**config.mk**
```make
export PLATFORM = sky130hd
export DESIGN_NAME = fb_port_arbiter
export DESIGN_NICKNAME = d
export VERILOG_FILES = /design/src/rtl/fb_port_arbiter.sv
export SDC_FILE = /design/constraint.sdc
export NUM_CORES = 1
export LEC_CHECK = 0
export ABC_AREA = 1
export BUFFER_PORTS_ARGS = -buffer_cell sky130_fd_sc_hd__buf_4
export CAP_MARGIN = 15
export CORE_MARGIN = 4
export CORE_UTILIZATION = 25
export DETAILED_ROUTE_END_ITERATION = 12
export HOLD_SLACK_MARGIN = 0.08
export SYNTH_ARGS = -nofsm -noshare
export SYNTH_HDL_FRONTEND = slang
export SYNTH_SLANG_ARGS = --single-unit
```
**constraint.sdc**
```tcl
create_clock -name clk_pix -period 3.1 [get_ports clk_pix]
set_clock_uncertainty 0.15 [all_clocks]
set_input_delay 0.62 -clock clk_pix [delete_from_list [all_inputs] [get_ports clk_pix]]
set_output_delay 0.62 -clock clk_pix [all_outputs]
set_load 0.05 [all_outputs]
```
**src/rtl/fb_port_arbiter.sv**
```systemverilog
// Framebuffer port arbiter: display scan-out reads win their slot, host uses the rest.
// Optional build macro FB_ARB_BLANK_ONLY_EN restricts host grants to vertical blanking.
module fb_port_arbiter #(
    parameter int X_RES   = 640,
    parameter int Y_RES   = 480,
    parameter int PIX_W   = 8,
    parameter int PPW     = 4,
    parameter int ADDR_W  = 17,
    parameter int RAM_LAT = 1
) (
    input  logic                   clk_pix,
    input  logic                   rst,
    input  logic [9:0]             sx,
    input  logic [9:0]             sy,
    input  logic                   de,
    input  logic                   hsync,
    input  logic                   vsync,
    output logic                   mem_en,
    output logic                   mem_we,
    output logic [ADDR_W-1:0]      mem_addr,
    output logic [PIX_W*PPW-1:0]   mem_wdata,
    input  logic [PIX_W*PPW-1:0]   mem_rdata,
    input  logic                   host_req,
    input  logic                   host_we,
    input  logic [ADDR_W-1:0]      host_addr,
    input  logic [PIX_W*PPW-1:0]   host_wdata,
    output logic                   host_gnt,
    output logic [PIX_W*PPW-1:0]   host_rdata,
    output logic                   host_rvalid,
    output logic [PIX_W-1:0]       pix_o,
    output logic                   de_o,
    output logic                   hsync_o,
    output logic                   vsync_o
);
    localparam int WORD_W     = PIX_W * PPW;
    localparam int PPW_LOG2   = $clog2(PPW);
    localparam int CNT_W      = $clog2(PPW) + 1;
    localparam int OUT_LAT    = RAM_LAT + 1;
    localparam int LINE_WORDS = X_RES / PPW;

    typedef enum logic [1:0] {
        PH_ACTIVE = 2'd0,
        PH_HBLANK = 2'd1,
        PH_VBLANK = 2'd2
    } phase_t;

    phase_t               phase_r;
    phase_t               phase_next_s;
    logic                 disp_slot_s;
    logic                 host_ok_s;
    logic [ADDR_W-1:0]    line_base_r;
    logic [ADDR_W-1:0]    base_eff_s;
    logic [RAM_LAT-1:0]   disp_pipe_r;
    logic [RAM_LAT-1:0]   host_pipe_r;
    logic [WORD_W-1:0]    shreg_r;
    logic [CNT_W-1:0]     rem_r;
    logic [PIX_W-1:0]     pix_r;
    logic [WORD_W-1:0]    host_rdata_r;
    logic [OUT_LAT-1:0]   de_d_r;
    logic [OUT_LAT-1:0]   hs_d_r;
    logic [OUT_LAT-1:0]   vs_d_r;

    // Phase classification of the current timing-generator position.
    always_comb begin
        phase_next_s = PH_HBLANK;
        if (sy >= 10'(Y_RES)) begin
            phase_next_s = PH_VBLANK;
        end else if (de) begin
            phase_next_s = PH_ACTIVE;
        end else begin
            phase_next_s = PH_HBLANK;
        end
    end

    // Slot decision and RAM port mux; the frame-start base is forced to zero so word 0 is read on time.
    always_comb begin
        disp_slot_s = de && ((sx & 10'(PPW - 1)) == 10'd0);
`ifdef FB_ARB_BLANK_ONLY_EN
        host_ok_s   = (phase_next_s == PH_VBLANK);
`else
        host_ok_s   = 1'b1;
`endif
        if ((sx == 10'd0) && (sy == 10'd0)) begin
            base_eff_s = '0;
        end else begin
            base_eff_s = line_base_r;
        end
        mem_en    = 1'b0;
        mem_we    = 1'b0;
        mem_addr  = host_addr;
        mem_wdata = host_wdata;
        host_gnt  = 1'b0;
        if (disp_slot_s) begin
            mem_en   = 1'b1;
            mem_addr = base_eff_s + ADDR_W'(sx >> PPW_LOG2);
        end else if (host_req && host_ok_s) begin
            mem_en   = 1'b1;
            mem_we   = host_we;
            host_gnt = 1'b1;
        end else begin
            mem_en = 1'b0;
        end
    end

    // Phase register and per-line word base.
    always_ff @(posedge clk_pix) begin
        if (rst) begin
            phase_r     <= PH_VBLANK;
            line_base_r <= '0;
        end else begin
            phase_r <= phase_next_s;
            if ((sx == 10'd0) && (sy == 10'd0)) begin
                line_base_r <= '0;
            end else if (de && (sx == 10'(X_RES - 1))) begin
                line_base_r <= line_base_r + ADDR_W'(LINE_WORDS);
            end else begin
                line_base_r <= line_base_r;
            end
        end
    end

    // Read-in-flight flag pipelines matching the RAM latency.
    always_ff @(posedge clk_pix) begin
        if (rst) begin
            disp_pipe_r <= '0;
            host_pipe_r <= '0;
        end else begin
            disp_pipe_r[0] <= disp_slot_s;
            host_pipe_r[0] <= host_gnt && !host_we;
            for (int i = 1; i < RAM_LAT; i++) begin
                disp_pipe_r[i] <= disp_pipe_r[i-1];
                host_pipe_r[i] <= host_pipe_r[i-1];
            end
        end
    end

    // Word unpacker: pixel 0 straight from the RAM, the rest shifted out one per cycle.
    always_ff @(posedge clk_pix) begin
        if (rst) begin
            shreg_r <= '0;
            rem_r   <= '0;
            pix_r   <= '0;
        end else if (disp_pipe_r[RAM_LAT-1]) begin
            shreg_r <= mem_rdata >> PIX_W;
            pix_r   <= mem_rdata[PIX_W-1:0];
            rem_r   <= CNT_W'(PPW - 1);
        end else if (rem_r != '0) begin
            shreg_r <= shreg_r >> PIX_W;
            pix_r   <= shreg_r[PIX_W-1:0];
            rem_r   <= rem_r - CNT_W'(1);
        end else begin
            pix_r   <= '0;
        end
    end

    // Host read data holding register.
    always_ff @(posedge clk_pix) begin
        if (rst) begin
            host_rdata_r <= '0;
        end else if (host_pipe_r[RAM_LAT-1]) begin
            host_rdata_r <= mem_rdata;
        end else begin
            host_rdata_r <= host_rdata_r;
        end
    end

    // Sync and data-enable delay line, same depth as the pixel path.
    always_ff @(posedge clk_pix) begin
        if (rst) begin
            de_d_r <= '0;
            hs_d_r <= '1;
            vs_d_r <= '1;
        end else begin
            de_d_r[0] <= de;
            hs_d_r[0] <= hsync;
            vs_d_r[0] <= vsync;
            for (int i = 1; i < OUT_LAT; i++) begin
                de_d_r[i] <= de_d_r[i-1];
                hs_d_r[i] <= hs_d_r[i-1];
                vs_d_r[i] <= vs_d_r[i-1];
            end
        end
    end

    // Host read return; a read still in flight while reset is high is suppressed.
    always_comb begin
        host_rvalid = host_pipe_r[RAM_LAT-1] && !rst;
        if (host_rvalid) begin
            host_rdata = mem_rdata;
        end else begin
            host_rdata = host_rdata_r;
        end
    end

    assign pix_o   = pix_r;
    assign de_o    = de_d_r[OUT_LAT-1];
    assign hsync_o = hs_d_r[OUT_LAT-1];
    assign vsync_o = vs_d_r[OUT_LAT-1];

    fb_port_arbiter_chk #(
        .X_RES (X_RES),
        .PPW   (PPW)
    ) u_chk (
        .clk_pix    (clk_pix),
        .rst        (rst),
        .disp_slot  (disp_slot_s),
        .host_gnt   (host_gnt),
        .phase_q    (phase_r),
        .phase_next (phase_next_s)
    );
endmodule

// Simulation checks for the arbiter: configuration legality and slot exclusivity.
module fb_port_arbiter_chk #(
    parameter int X_RES = 640,
    parameter int PPW   = 4
) (
    input logic       clk_pix,
    input logic       rst,
    input logic       disp_slot,
    input logic       host_gnt,
    input logic [1:0] phase_q,
    input logic [1:0] phase_next
);
    a_ppw_divides: assert property (@(posedge clk_pix) (X_RES % PPW) == 0);
    a_no_gnt_in_slot: assert property (@(posedge clk_pix) disable iff (rst) !(disp_slot && host_gnt));
    a_phase_tracks: assert property (@(posedge clk_pix) disable iff (rst) 1'b1 |=> (phase_q == $past(phase_next)));
endmodule
```
# Word-level counts from Yosys, hierarchy flattened
# Index checks and enable logic that the tools add are counted.
# word_totals
reg_bits,92
latch_bits,0
mem_bits_rw,0
rom_bits,0
in_bits,108
output_inout_bits,96
n_memories,0
# classes
n_addsub,3
n_mul,0
div_mod_pow,0
n_lt_le_gt_ge,0
eq_ne,1
shift,0
n_mux,14
bitwise_logic,0
reduce_logical,14
# op_table
op,count
24-bit 2-to-1 mux,2
17-bit 2-to-1 mux,2
32-bit 2-to-1 mux,1
10-bit zero test,3
17-bit by 8-bit adder with 17-bit output,1
17-bit by 8-bit adder with 17-bit output (second input constant),1
8-bit 2-to-1 mux,2
10-bit == test (second input constant),1
1-bit logical AND,5
1-bit 2-to-1 mux,5
2-bit 2-to-1 mux,2
2-bit OR reduction,2
3-bit nonzero test,1
3-bit by 1-bit subtractor with 3-bit output (second input constant),1
1-bit zero test,2
2-bit nonzero test,1

# Logic depth before layout (Yosys ltp)
# depth
word_depth,5
depth_mapped,18
mapped_depth_nobuf,17

# Least setup slack after synthesis
# Ideal clock, no wire load.
# synth_path
path_type,input-to-output
startpoint,input sx[0]
endpoint,output mem_addr[8]
t_arrival_ns,3.221
slack_ns,-0.891
stages,12
cell_sequence,nor2_1 nand2_1 nor2_1 nand3_2 buf_2 nand2_1 inv_1 ha_1 a21oi_1 o21ai_4 xor2_1 o21ai_0
# synth_between
elab_chain_cells,5
# synth_rtl
element,line_no,text
"start, declared",13,"input logic [9:0] sx,"
10-bit zero test,83,if ((sx == 10'd0) && (sy == 10'd0)) begin
1-bit logical AND,83,
17-bit 2-to-1 mux,83,
17-bit by 8-bit adder with 17-bit output,95,mem_addr = base_eff_s + ADDR_W'(sx >> PPW_LOG2);
17-bit 2-to-1 mux *,93,if (disp_slot_s) begin
"end, declared",20,"output logic [ADDR_W-1:0] mem_addr,"
# Mark *: on every way between the ends. The rest lies on a longest branch, timed or not.

# Worst setup path in the final report
# layout_path
startpoint,input sy[3]
endpoint,output mem_addr[7]
# layout_between
elab_chain_cells,5
# layout_rtl
element,line_no,text
"start, declared",14,"input logic [9:0] sy,"
10-bit zero test,83,
1-bit logical AND,83,
17-bit 2-to-1 mux,83,
17-bit by 8-bit adder with 17-bit output,95,
17-bit 2-to-1 mux,93,
# Every way passes these cells.

==> impl_metrics.csv <==
group,metric,value,unit
logic_synthesis,synth_top_flop_cell,"dfxtp_1",
clock_tree,cts.sinks,87,
global_route,global_route.overflow_total,0,
power,ir_worst_vdd,239,uV
layout,final_area,0.00640,sq mm
sta,slew_headroom,68.7,%
sta,worst_pin_slew,0.467,ns
floorplan,chipWidth,141,um
layout,layout_common_cells,"157 x nand2_1, 145 x buf_4, 87 x dfxtp_1",
routing,drt_pre_antenna_iters,4,
sta,timing.fmax,0.310,GHz
layout,final_common_cell,"nand2_1",
sta,unrepaired_setup_endpoints_after_global_routing,"yes",
logic_synthesis,synth_cell_types,35,
routing,post-route-drc-count,0,
clock_tree,tritoncts,"yes",
worst_hold_path,worstHoldPathType,"flop to flop",
layout,seqCellArea,0.00174,sq mm
routing,post_drt_wl_per_cell,12.8,um
layout,drive_above_1_share,33.8,%
clock_tree,clockRootBuffer,"clkbuf_16",
outcome,run_status,"finished, violations left",
sta,layout_min_cycle_time,3.22,ns
layout,post-route-util,37.0,%
floorplan,die-area,0.0199,sq mm
floorplan,die_span_in_y,141,um
place,postPlaceCellArea,0.00570,sq mm
power,power.static_leakage,2.74,nW
sta,worst_hold_slack,0.260,ns
outcome,failed_checks,"setup timing",
logic_synthesis,syn_nets,767,
layout,multi_input_comb_area,0.00229,sq mm
logic_synthesis,netlist_instances,653,
place,portBuffers,139,
sta,period_share,104,%
place,place_congestion,0.793,
global_route,antenna_found_initial,0,
sta,slew_violations,0,
clock_tree,worst_setup_hold_path_clk_slew,0.07,ns
worst_setup_path,worst-path-max-fanout,3,
routing,postRouteWirelength,12.9,mm
floorplan,placeableCoreArea,0.0173,sq mm
clock_tree,clk_latency_worst_skew_pair,0.35,ns
logic_synthesis,synth_seq_area_share,39.4,%
worst_setup_path,cp-end-kind,"primary output",
sta,setup_viol,8,
floorplan,floorplan.rows,48,
worst_setup_path,arrival_time_at_the_worst_endpoint,2.45,ns
global_route,globalRouteTotalUtil,12.6,%
sta,final.setup.worst_slack,-0.122,ns
worst_setup_path,critPathRequiredTime,2.33,ns
logic_synthesis,postSynth.asyncResetShare,0,%
clock_tree,cts_buffer_depth,2,
floorplan,starting_density_of_the_core,25.5,%
global_route,grt_start_max_net_pins,66,
power,power.density,483,mW/mm^2
routing,post_route_antenna_net_violation_count,0,
routing,num_vias,4378,
floorplan,io-pin-count,204,
logic_synthesis,synth_seq_cells,87,
sta,hold_violations,0,
logic_synthesis,synthesis.area,0.00442,sq mm
global_route,via_count_of_the_first_global_routing_pass,4076,
routing,first_iter_violations,223,
run,timing.max_cap.violations,0,
logic_synthesis,synth.yosys.warnings,0,
routing,via_per_inst,4.35,
clock_tree,ctsHtreeMaxLevel,3,
layout,area_growth,44.9,%
place,place_hpwl,9.11,mm
power,power,3.09,mW
clock_tree,cts-buffers-inserted,9,
layout,antennaDiodeCount,0,
logic_synthesis,synth_enable_flop_cells,0,
logic_synthesis,postSynthAreaPerCell,6.77,sq um
worst_setup_path,cp-start-kind,"input port",
layout,nNetsFinal,892,
global_route,grt_first_pass_wirelength,20.3,mm
layout,final.fill_count,1830,
worst_setup_path,timing_worst_setup_path_type,"input port to primary output",
## area by class of cell
| cell class | count | share of cell area (%) |
|---|---|---|
| Tap cell | 225 | 4.40 |
| Multi-Input combinational cell | 421 | 35.8 |
| Clock inverter | 6 | 1.08 |
| Timing Repair Buffer | 175 | 23.0 |
| Inverter | 84 | 4.98 |
| Sequential cell | 87 | 27.2 |
| Clock buffer | 9 | 3.52 |
## sequential cells by signal, summed over array words and instances, names as in the netlist
signal / flops
host_rdata_r: 32
shreg_r: 24
line_base_r: 12
pix_o: 8
rem_r: 3
de_d_r: 2
hs_d_r: 2
vs_d_r: 2
disp_pipe_r: 1
host_pipe_r: 1
## cell usage after synthesis (3+ instances only)
library cell / number / share of area, %
xnor2_1: 4 / 0.79
o21ai_0: 84 / 9.5
or2_2: 5 / 0.71
inv_1: 82 / 7.0
dfxtp_1: 87 / 39
clkbuf_1: 23 / 2.0
buf_4: 32 / 5.4
buf_1: 3 / 0.25
ha_1: 5 / 1.4
nand3_1: 15 / 1.7
nor3_1: 4 / 0.45
nor2_1: 49 / 4.2
nand4_1: 9 / 1.3
a21oi_1: 30 / 3.4
buf_2: 3 / 0.34
a31oi_1: 16 / 2.3
nand2_1: 178 / 15
## power breakdown
group | switching [mW] | internal [mW]
Clock | 0.461 | 0.626
Sequential | 0.0199 | 1.17
Combinational | 0.519 | 0.296
## repair_timing
action / 4_1_cts / 5_1_grt
endpoints found under the hold margin: 0 / 0
resized for setup: 32 / 41
pin swaps: 32 / 21
endpoints found under the setup margin: 10 / 17
setup buffers: 9 / 7
hold buffers: 0 / 0
## logic make-up (layout without fill, tap and decap cells)
logic type	Yosys count	in the layout	share of synthesized area, %
flip-flops	87	87	39.4
XOR/XNOR	6	6	1.19
adder cells (fa/ha/maj)	6	6	1.87
AO/OA/AOI/OAI	134	134	16.0
buffers and inverters	145	274	15.1
AND/OR/NAND/NOR	275	275	26.4
## worst max-delay path, stage by stage
cell and delay, ns:
buf_4 0.12, nor2_4 0.06, nand2_1 0.07, nor2_2 0.18, nand3_4 0.12, nand2_2 0.09
inv_2 0.04, ha_4 0.15, inv_2 0.05, fa_2 0.20, inv_2 0.04, buf_4 0.12
buf_4 0.12, a21oi_1 0.21, o21ai_4 0.08, buf_4 0.19
## routing by layer
layer / global-route usage (%) / wire [um] / vias up
met3: 4.48 / 1160 / 15
met4: 4.03 / 178 / 0
met1: 16.1 / 5810 / 1931
met2: 19.8 / 5740 / 145
li1: - / - / 2287
met5: 0 / 0 / -
## worst paths after layout
kind | start | end | slack (ns) | depth (start not counted)
worst max-delay path | sy[3] | mem_addr[7] | -0.12 | 16
worst min-delay path | de_d_r[0] | de_d_r[1] | 0.26 | 2
worst min register to register | de_d_r[0] | de_d_r[1] | 0.26 | 2
worst max register to register | rem_r[0] | shreg_r[6] | 1.17 | 9
## through the flow
stage | std cells | setup WS (ns) | TNS (ns)
floorplan | 653 | -0.377 | -3.75
global placement | 976 | -0.183 | -0.865
detailed placement | 976 | -0.203 | -1.01
CTS | 1000 | -0.115 | -0.523
global route | 1007 | -0.237 | -1.78
finish | 1007 | -0.122 | -0.529
Power figures use the tool's default switching activity.
